File: config.mk
export PLATFORM = sky130hd
export DESIGN_NAME = vga_counter
export DESIGN_NICKNAME = d
export VERILOG_FILES = /design/src/rtl/vga_counter.sv
export SDC_FILE = /design/constraint.sdc
export NUM_CORES = 1
export LEC_CHECK = 0
export ABC_CLOCK_PERIOD_IN_PS = 1990
export BUFFER_PORTS_ARGS = -buffer_cell sky130_fd_sc_hd__buf_2
export CORE_ASPECT_RATIO = 0.8
export CORE_MARGIN = 4
export CORE_UTILIZATION = 43
export CTS_BUF_LIST = sky130_fd_sc_hd__clkbuf_4
export DETAILED_ROUTE_END_ITERATION = 16
export PLACE_DENSITY_LB_ADDON = 0.12
export SLEW_MARGIN = 20
export SYNTH_ARGS = -nofsm -noshare
export SYNTH_HDL_FRONTEND = slang
export SYNTH_SLANG_ARGS = --single-unit
File: constraint.sdc
create_clock -name clkIn -period 1.99 [get_ports clkIn]
set_input_delay 0.199 -clock clkIn [delete_from_list [all_inputs] [get_ports clkIn]]
set_output_delay 0.199 -clock clkIn [all_outputs]
set_load 0.005 [all_outputs]
File: src/rtl/vga_counter.sv
// Raster timing generator: pixel/line counters with combinational sync and
// visible-area decodes, so every output lines up with xValue/yValue.
module vga_counter #(
    parameter int H_VISIBLE = 640,
    parameter int H_FRONT   = 16,
    parameter int H_SYNC    = 96,
    parameter int H_BACK    = 48,
    parameter int V_VISIBLE = 480,
    parameter int V_FRONT   = 10,
    parameter int V_SYNC    = 2,
    parameter int V_BACK    = 33,
    parameter bit HSYNC_POL = 1'b0,
    parameter bit VSYNC_POL = 1'b0
) (
    input  logic        clkIn,
    input  logic        rstIn,
    input  logic        enableIn,
    output logic        inVisibleArea,
    output logic [31:0] xValue,
    output logic [31:0] yValue,
    output logic        HSync,
    output logic        VSync
);
    localparam int H_TOTAL = H_VISIBLE + H_FRONT + H_SYNC + H_BACK;
    localparam int V_TOTAL = V_VISIBLE + V_FRONT + V_SYNC + V_BACK;
    localparam int XW = $clog2(H_TOTAL);
    localparam int YW = $clog2(V_TOTAL);

    localparam logic [XW-1:0] X_LAST = XW'(H_TOTAL - 1);
    localparam logic [XW-1:0] X_VIS  = XW'(H_VISIBLE);
    localparam logic [XW-1:0] HS_BEG = XW'(H_VISIBLE + H_FRONT);
    localparam logic [XW-1:0] HS_END = XW'(H_VISIBLE + H_FRONT + H_SYNC);
    localparam logic [YW-1:0] Y_LAST = YW'(V_TOTAL - 1);
    localparam logic [YW-1:0] Y_VIS  = YW'(V_VISIBLE);
    localparam logic [YW-1:0] VS_BEG = YW'(V_VISIBLE + V_FRONT);
    localparam logic [YW-1:0] VS_END = YW'(V_VISIBLE + V_FRONT + V_SYNC);

    logic [XW-1:0] x_cnt;
    logic [YW-1:0] y_cnt;
    logic          hs_act;
    logic          vs_act;

    always_ff @(posedge clkIn or negedge rstIn) begin
        if (!rstIn) begin
            x_cnt <= '0;
            y_cnt <= '0;
        end else if (enableIn) begin
            if (x_cnt == X_LAST) begin
                x_cnt <= '0;
                // line and frame wrap land on the same edge at the last pixel
                y_cnt <= (y_cnt == Y_LAST) ? '0 : y_cnt + 1'b1;
            end else begin
                x_cnt <= x_cnt + 1'b1;
            end
        end
    end

    always_comb begin
        hs_act        = (x_cnt >= HS_BEG) && (x_cnt < HS_END);
        vs_act        = (y_cnt >= VS_BEG) && (y_cnt < VS_END);
        inVisibleArea = (x_cnt < X_VIS) && (y_cnt < Y_VIS);
        HSync         = HSYNC_POL ? hs_act : ~hs_act;
        VSync         = VSYNC_POL ? vs_act : ~vs_act;
        xValue        = 32'(x_cnt);
        yValue        = 32'(y_cnt);
    end
endmodule

==> results of run 1 <==
cells in the final DEF, fill, tap and decap left out, drive strengths merged, types with 3 or more instances in the layout:
master / netlist / layout
and3: 4 / 4
and4: 3 / 3
buf: 45 / 37
clkbuf: 1 / 3
conb: 1 / 44
dfrtp: 20 / 20
ha: 5 / 5
inv: 6 / 6
nand2: 12 / 12
nand3: 9 / 9
nand4: 6 / 6
nor2: 6 / 6
nor3: 5 / 5
o21ai: 7 / 7
xnor2: 6 / 6
xor2: 4 / 4
worst register-to-register path, cell delays in order, from the launching register on:
cell and delay, ps:
dfrtp_1 390, or4b_4 540, or3_4 340, or4_1 470, a22oi_1 150
power by group:
group          leakage, nW  switching [mW]  internal (mW)
Combinational        0.559           0.158          0.134
Clock               0.0154           0.123         0.0731
Sequential           0.249          0.0524          0.456
state kept, by name (all words and copies together) (netlist names):
name / count
y_cnt: 10
x_cnt: 10
worst paths after layout:
kind / from / endpoint / slack, ps / cells past startpoint
min: enableIn / x_cnt[1] / 170 / 2
min reg2reg: y_cnt[7] / y_cnt[7] / 530 / 1
min in group asynchronous: rstIn / x_cnt[8] / 370 / 2
max: x_cnt[5] / y_cnt[9] / 30 / 4
max in group asynchronous: rstIn / y_cnt[2] / 1310 / 2
max reg2reg: x_cnt[5] / y_cnt[9] / 30 / 4
Yosys cell counts:
cell type	n
o22ai_1	1
nor4_1	1
and4_1	2
or4b_4	1
mux2i_1	2
or3_1	1
inv_1	6
and3_2	1
and4_2	1
nor4b_1	1
o21a_1	2
nor2b_1	1
nand3_1	9
o21ai_0	7
nand2_1	12
o31ai_1	1
and3_1	3
or4_1	1
buf_2	1
conb_1	1
nor4bb_1	1
and3b_1	1
nand4_1	6
o2111ai_1	1
nor3_1	5
clkbuf_1	1
a22oi_1	2
dfrtp_1	20
buf_4	44
nand2b_1	1
xor2_1	4
nor2_1	6
xnor2_1	6
ha_1	5
metal layers:
layer	global-route usage, %	share of wire, %	vias to the layer above
met4	3.16	0.98	0
met5	0	0	-
met1	17.7	44	527
met3	3.05	8.5	2
met2	23.0	46	46
li1	-	-	532
kinds of logic (layout without fill, tap and decap cells):
kind of cell	Yosys count	after routing
flops	20	20
mux	2	2
fa+ha+maj	5	5
xor+xnor	10	10
compound gates	14	14
other cells	1	44
buf+inv	52	48
simple gates	54	54
per-stage QoR:
step,cell area [um2],hold slack [ps],utilization [%],power (mW),std cells
final,1560,173,49.8,0.996,237
after global routing,1560,186,49.8,1.08,237
after CTS,1560,159,49.7,1.01,237
after detailed placement,1510,174,48.4,0.801,232
after global placement,1510,172,48.4,0.794,232
after floorplan,1590,-96.6,-,0.726,201
layout make-up:
type,instances,area [um2],area share [%]
Clock buffer,3,22.5,1.44
Clock inverter,1,3.75,0.241
Inverter,6,22.5,1.44
Multi-Input combinational cell,129,736,47.2
Sequential cell,20,500,32.1
Tap cell,40,50.0,3.21
Timing Repair Buffer,38,225,14.4
timing repair:
item                                   4_1_cts  5_1_grt
setup endpoints to repair                    1        2
resized for setup                            1        1
endpoints found under the hold margin       20        0
hold buffers                                 1        0
pin swaps                                    3        1
==> impl_metrics.yaml, run 1 <==
die:
  start_util_pct: 45.6
  fp.dieH_um: 59.5
  die-area_um2: 4310
  row_count: 18
  io_pins: 70
  fp.dieW_um: 72.4
  core_um2: 3130
setup_path:
  setup.worst_path.start_class: "flop"
  cpPeakStageDelay_ps: 540
  slowest_stage: "or4b_4"
  crit_chain: "or4b_4, or3_4, or4_1, a22oi_1"
  crit_type: "flop to flop"
  critPathRequiredTime_ps: 2210
  cp_max_fo: 2
  cp_top_family: "simple AND/OR/NAND/NOR gates"
  endpoint_kind: "flop"
  arrival_ps: 2190
  cp_num_buf_inv: 0
detailed_routing:
  viasPerCell: 4.67
  wirelength_um: 2870
  drtIter0Drc: 58
  wl_per_cell_um: 12.1
  drtPass1Iterations: 4
  vias: 1107
  ant_nets: 0
  drc: 0
clock_tree:
  ctsRootBufferMaster: "clkbuf_4"
  numCtsBuffers: 3
  cts_sinks: 20
  cts_max_path_buffers: 2
  cts_setup_buffers: 0
  clkTransAtPathRegs_ps: 110
  clock_latency_ps: 300
  cts_tree: "yes"
  htree_num_levels: 1
job:
  drv_cap: 0
sta:
  fmax_mhz: 509
  fin_crit_sh_pct: 98.7
  rsz0062_at_grt: "true"
  hold_viol: 0
  skew_ps: 6.66
  fin_tns_setup_ps: 0
  slew_viol_final: 0
  worst_slack_ps: 25.7
  finalSetupViolCount: 0
  fin_crit_ps: 1960
logic_synthesis:
  synth_seq_cells: 20
  synth_fa_ha_area_share_pct: 4.39
  synth.largest_area_cell: "dfrtp_1"
  syn_area_um2: 1430
  synth_area_leaders: "dfrtp_1 35%, buf_4 23%, ha_1 4.4%"
  netlist_instances: 158
  yosys.area_share.simple_pct: 21.2
  synth_top_family_by_area: "buffers and inverters"
  synth_compound_area_share_pct: 6.14
  synth.distinct_cells: 34
  avgSynthCellArea_um2: 9.03
  synth.top_cell.area_share_pct: 35.1
  ys_seq_area_share_pct: 35.1
  yosysWarnings: 0
  synth_mux_area_share_pct: 1.40
  synth_xor_xnor_area_share_pct: 6.14
status:
  outcome: "completed"
finish:
  drive_above_1_share_pct: 22.8
  fillCellCount: 336
  nNetsFinal: 206
  syn_to_final_growth_pct: 9.39
  n_antenna_cell: 0
placed_design:
  place.gp.congestion: 0.822
  numPortBuffers: 25
  dp_hpwl_um: 2260
  pre_cts_ws_ps: -1.76
power:
  ir_drop_mv: 0.274
  power_density_nw_per_um2: 639
  leakage_nw: 0.823
global_routing:
  grt_max_degree: 21
  grt_pass1_vias: 1002
  grt_remaining_overflow: 0
  track_usage_pct: 13.5
  grt_pass1_wl_um: 4550
  antenna_found_initial: 0
worst_hold_path:
  hold_path.class: "input port to flop"
(Power assumes the default switching activity.)
==> run 2, diff against run 1 <==
Settings changed: CELL_PAD_IN_SITES_DETAIL_PLACEMENT from default to 0, CELL_PAD_IN_SITES_GLOBAL_PLACEMENT from default to 2, CORE_UTILIZATION 43 to 24, PLACE_DENSITY from default to 0.82, PLACE_DENSITY_LB_ADDON 0.12 to default.
==> impl_metrics.yaml, run 2 (synthesized netlist as in run 1, its figures left out) <==
setup_path:
  setup.worst_path.start_class: "flop"
  cp_num_buf_inv: 0
  endpoint_kind: "flop"
  cpPeakStageDelay_ps: 540
  r2r-end: "y_cnt[9]"
  slowest_stage: "or4b_4"
  cp_top_family: "simple AND/OR/NAND/NOR gates"
  worstSetupStartpoint: "x_cnt[6]"
  reg2reg_slack_ps: 10
  crit_chain: "or4b_4, or3_4, or4_4, a22oi_2"
  worstReg2RegStart: "x_cnt[6]"
  crit_type: "flop to flop"
  cp_max_fo: 2
  r2r_cells: 4
  arrival_ps: 2210
  critPathRequiredTime_ps: 2220
sta:
  hold_slack_ps: 172
  finalSetupViolCount: 0
  fmax_mhz: 506
  fin_crit_ps: 1980
  slew_viol_final: 0
  hold_viol: 0
  skew_ps: 9.58
  fin_tns_setup_ps: 0
  rsz0062_at_grt: "true"
  fin_crit_sh_pct: 99.3
  worst_slack_ps: 14.3
die:
  die-area_um2: 7250
  start_util_pct: 25.4
  io_pins: 70
  row_count: 24
  fp.dieW_um: 94.2
  core_um2: 5620
  fp.dieH_um: 77.0
clock_tree:
  cts_tree: "yes"
  htree_num_levels: 1
  cts_sinks: 20
  numCtsBuffers: 3
  clock_latency_ps: 300
  clkTransAtPathRegs_ps: 110
  cts_max_path_buffers: 2
  cts_setup_buffers: 0
  ctsRootBufferMaster: "clkbuf_4"
finish:
  syn_to_final_growth_pct: 13.6
  final_cell_mix: "44 x conb_1, 25 x buf_2, 20 x dfrtp_1"
  fin_util_pct: 28.9
  fin_area_um2: 1620
  layout_commonest_cell: "conb_1"
  top_regs: "x_cnt (10), y_cnt (10)"
  fin_cells: 275
  nNetsFinal: 207
  n_antenna_cell: 0
  drive_above_1_share_pct: 24.4
detailed_routing:
  viasPerCell: 4.05
  drtPass1Iterations: 4
  ant_nets: 0
  vias: 1115
  wl_per_cell_um: 11.3
  wirelength_um: 3110
  drtIter0Drc: 50
  drc: 0
global_routing:
  grt_max_degree: 21
  grt_pass1_wl_um: 5030
  antenna_found_initial: 0
  track_usage_pct: 8.51
  grt_pass1_vias: 1005
  grt_remaining_overflow: 0
power:
  p_seq_share_pct: 51.7
  power_density_nw_per_um2: 614
  p_comb_share_pct: 29.0
  ir_drop_mv: 0.146
  switchingPower_uw: 337
  power.share.clock_pct: 19.4
  p_int_uw: 659
  p_total_uw: 995
  leakage_nw: 0.828
  swShare_pct: 33.8
worst_hold_path:
  hold_path.class: "input port to flop"
  hold_path_depth: 2
  hp-start: "enableIn"
  min_to: "x_cnt[1]"
placed_design:
  placedCellCount: 271
  pre_cts_ws_ps: 30.7
  place.gp.congestion: 0.745
  placed_area_um2: 1570
  numPortBuffers: 25
  dp_hpwl_um: 2450
job:
  drv_cap: 0
status:
  outcome: "completed"
==> run 2: cell count changes in the layout (fill, tap and decap cells not counted), sizes merged <==
| cell | previous run | this run |
|---|---|---|
| buf | 37 | 38 |
| clkinv | 1 | 0 |
==> run 2: cell type report <==
cell class / instances / area [um2]
tap: 78 / 97.6
fill: 633 / 4000
timing repair buffer: 39 / 233
sequential: 20 / 500
inverter: 6 / 22.5
clock buffer: 3 / 22.5
multi-input combinational: 129 / 744
==> run 2: worst max path at each step <==
stage / endpoint / slack [ps] / cells after the start
4_1_cts: y_cnt[9] / 10 / 4
2_1_floorplan: y_cnt[9] / -140 / 5
3_3_place_gp: y_cnt[9] / 50 / 4
3_5_place_dp: y_cnt[9] / 30 / 4
6_report: y_cnt[9] / 10 / 4
5_1_grt: y_cnt[9] / -30 / 4
==> run 2: metal layers <==
layer  part of all wire (%)  wire, um  GRT usage (%)  vias up
li1                       -         -              -      531
met1                     45      1390           11.2      544
met2                     49      1530           14.0       38
met3                    5.3       164           1.37        2
met4                    1.0        31           3.03        0
met5                      0         0              0        -
==> run 2: power by group through the flow <==
stage | Sequential [mW] | Clock, mW | Combinational (mW)
after detailed placement | 0.522 | 0 | 0.285
after CTS | 0.515 | 0.205 | 0.286
after floorplan | 0.537 | 0 | 0.189
after global placement | 0.521 | 0 | 0.281
final | 0.515 | 0.193 | 0.288
after global routing | 0.524 | 0.227 | 0.325
==> run 2: repair_timing <==
item                                    4_1_cts  5_1_grt
endpoints found under the setup margin        0        3
hold buffers                                  1        0
resized for setup                             0        4
endpoints found under the hold margin        20        0
==> run 3, diff against run 2 <==
Settings changed: CTS_CLUSTER_SIZE from default to 12, RECOVER_POWER from default to 50.
==> impl_metrics.yaml, run 3 (synthesized netlist as in run 1, its figures left out) <==
status:
  outcome: "completed"
finish:
  layout_commonest_cell: "conb_1"
  fin_area_um2: 1620
  top_regs: "x_cnt (10), y_cnt (10)"
  n_antenna_cell: 0
  drive_above_1_share_pct: 22.8
  nNetsFinal: 207
  syn_to_final_growth_pct: 13.3
  final_cell_mix: "44 x conb_1, 22 x buf_2, 20 x dfrtp_1"
  fillCellCount: 636
detailed_routing:
  drc: 0
  drtPass1Iterations: 4
  ant_nets: 0
  wirelength_um: 3070
  vias: 1100
  viasPerCell: 4.00
  drtIter0Drc: 50
  wl_per_cell_um: 11.2
die:
  fp.dieW_um: 94.2
  start_util_pct: 25.4
  row_count: 24
  io_pins: 70
  fp.dieH_um: 77.0
  die-area_um2: 7250
  core_um2: 5620
power:
  power.share.clock_pct: 19.1
  ir_drop_mv: 0.145
  swShare_pct: 33.6
  p_total_uw: 992
  p_int_uw: 658
  switchingPower_uw: 333
  leakage_nw: 0.816
  p_comb_share_pct: 29.0
  power_density_nw_per_um2: 613
  p_seq_share_pct: 51.9
placed_design:
  numPortBuffers: 25
  dp_hpwl_um: 2450
  placed_area_um2: 1570
  place.gp.congestion: 0.745
sta:
  slew_viol_final: 0
  skew_ps: 6.43
  slew_headroom_pct: 25.4
  rsz0062_at_grt: "true"
  tightest_slew_ps: 1120
  fin_crit_sh_pct: 99.4
  fmax_mhz: 505
  finalSetupViolCount: 0
  fin_crit_ps: 1980
  hold_viol: 0
setup_path:
  cp_num_buf_inv: 0
  cp_top_family: "simple AND/OR/NAND/NOR gates"
  cpPeakStageDelay_ps: 540
  reg2reg_slack_ps: 10
  r2r-end: "y_cnt[9]"
  worstReg2RegStart: "x_cnt[6]"
  cp_max_fo: 2
  slowest_stage: "or4b_4"
  setup.worst_path.start_class: "flop"
  arrival_ps: 2200
  crit_chain: "or4b_4, or3_4, or4_4, a22oi_2"
  crit_type: "flop to flop"
  endpoint_kind: "flop"
  r2r_cells: 4
  critPathRequiredTime_ps: 2220
worst_hold_path:
  hp-start: "enableIn"
  min_to: "x_cnt[1]"
  hold_path.class: "input port to flop"
  hold_path_depth: 2
global_routing:
  grt_pass1_vias: 1005
  track_usage_pct: 8.51
  grt_remaining_overflow: 0
  grt_max_degree: 21
  antenna_found_initial: 0
  grt_pass1_wl_um: 5030
clock_tree:
  clkTransAtPathRegs_ps: 110
  htree_num_levels: 1
  numCtsBuffers: 3
  ctsRootBufferMaster: "clkbuf_4"
  cts_max_path_buffers: 2
  cts_tree: "yes"
  cts_setup_buffers: 0
  clock_latency_ps: 300
  cts_sinks: 20
job:
  drv_cap: 0
## run 3: changes by cell type in the layout (fill, tap and decap cells not counted)
cell,before,now
buf_2,25,22
clkbuf_1,0,3
## run 3: worst reg2reg max path, stage by stage, from the launching register on
cell and delay (ps):
dfrtp_1 390, or4b_4 540, or3_4 340, or4_4 490, a22oi_2 160
## run 3: metrics by stage
step	cells	TNS, ps	setup WS, ps	hold WS, ps	utilization [%]
after floorplan	201	-136	-136	-96.6	-
after global placement	271	0	52.0	185	27.9
after detailed placement	271	0	30.7	189	27.9
after CTS	275	0	11.2	154	28.5
after global routing	275	-33.2	-33.2	174	28.8
final	275	0	11.7	174	28.8
## run 3: area by class of cell
cell class                      instances  area [um2]  area share, %
Tap cell                               78        97.6           6.04
Clock buffer                            3        22.5           1.39
Timing Repair Buffer                   39         229           14.2
Inverter                                6        22.5           1.39
Sequential cell                        20         500           31.0
Multi-Input combinational cell        129         744           46.1
## run 3: worst max path at each step
| stage | from | end | slack (ps) | cells past startpoint |
|---|---|---|---|---|
| floorplan | x_cnt[7] | y_cnt[9] | -140 | 5 |
| global placement | x_cnt[7] | y_cnt[9] | 50 | 4 |
| detailed placement | x_cnt[7] | y_cnt[9] | 30 | 4 |
| CTS | x_cnt[7] | y_cnt[9] | 10 | 4 |
| global route | x_cnt[6] | y_cnt[9] | -30 | 4 |
| finish | x_cnt[6] | y_cnt[9] | 10 | 4 |
## run 3: power by group through the flow
stage / registers [mW] / logic, mW / clock network [mW]
3_3_place_gp: 0.521 / 0.281 / 0
4_1_cts: 0.515 / 0.286 / 0.205
3_5_place_dp: 0.522 / 0.285 / 0
2_1_floorplan: 0.537 / 0.189 / 0
6_report: 0.515 / 0.287 / 0.190
5_1_grt: 0.524 / 0.325 / 0.227
## run 3: what timing repair did
item	in CTS	in global routing
setup endpoints to repair	0	3
hold endpoints to repair	20	0
gates resized for setup	0	4
hold buffers	1	0
## run 3: routing by layer
metal	share of wire, %	global-route usage (%)
met5	0	0
met2	49	14.0
met4	1.4	3.03
met3	6.7	1.37
met1	43	11.2
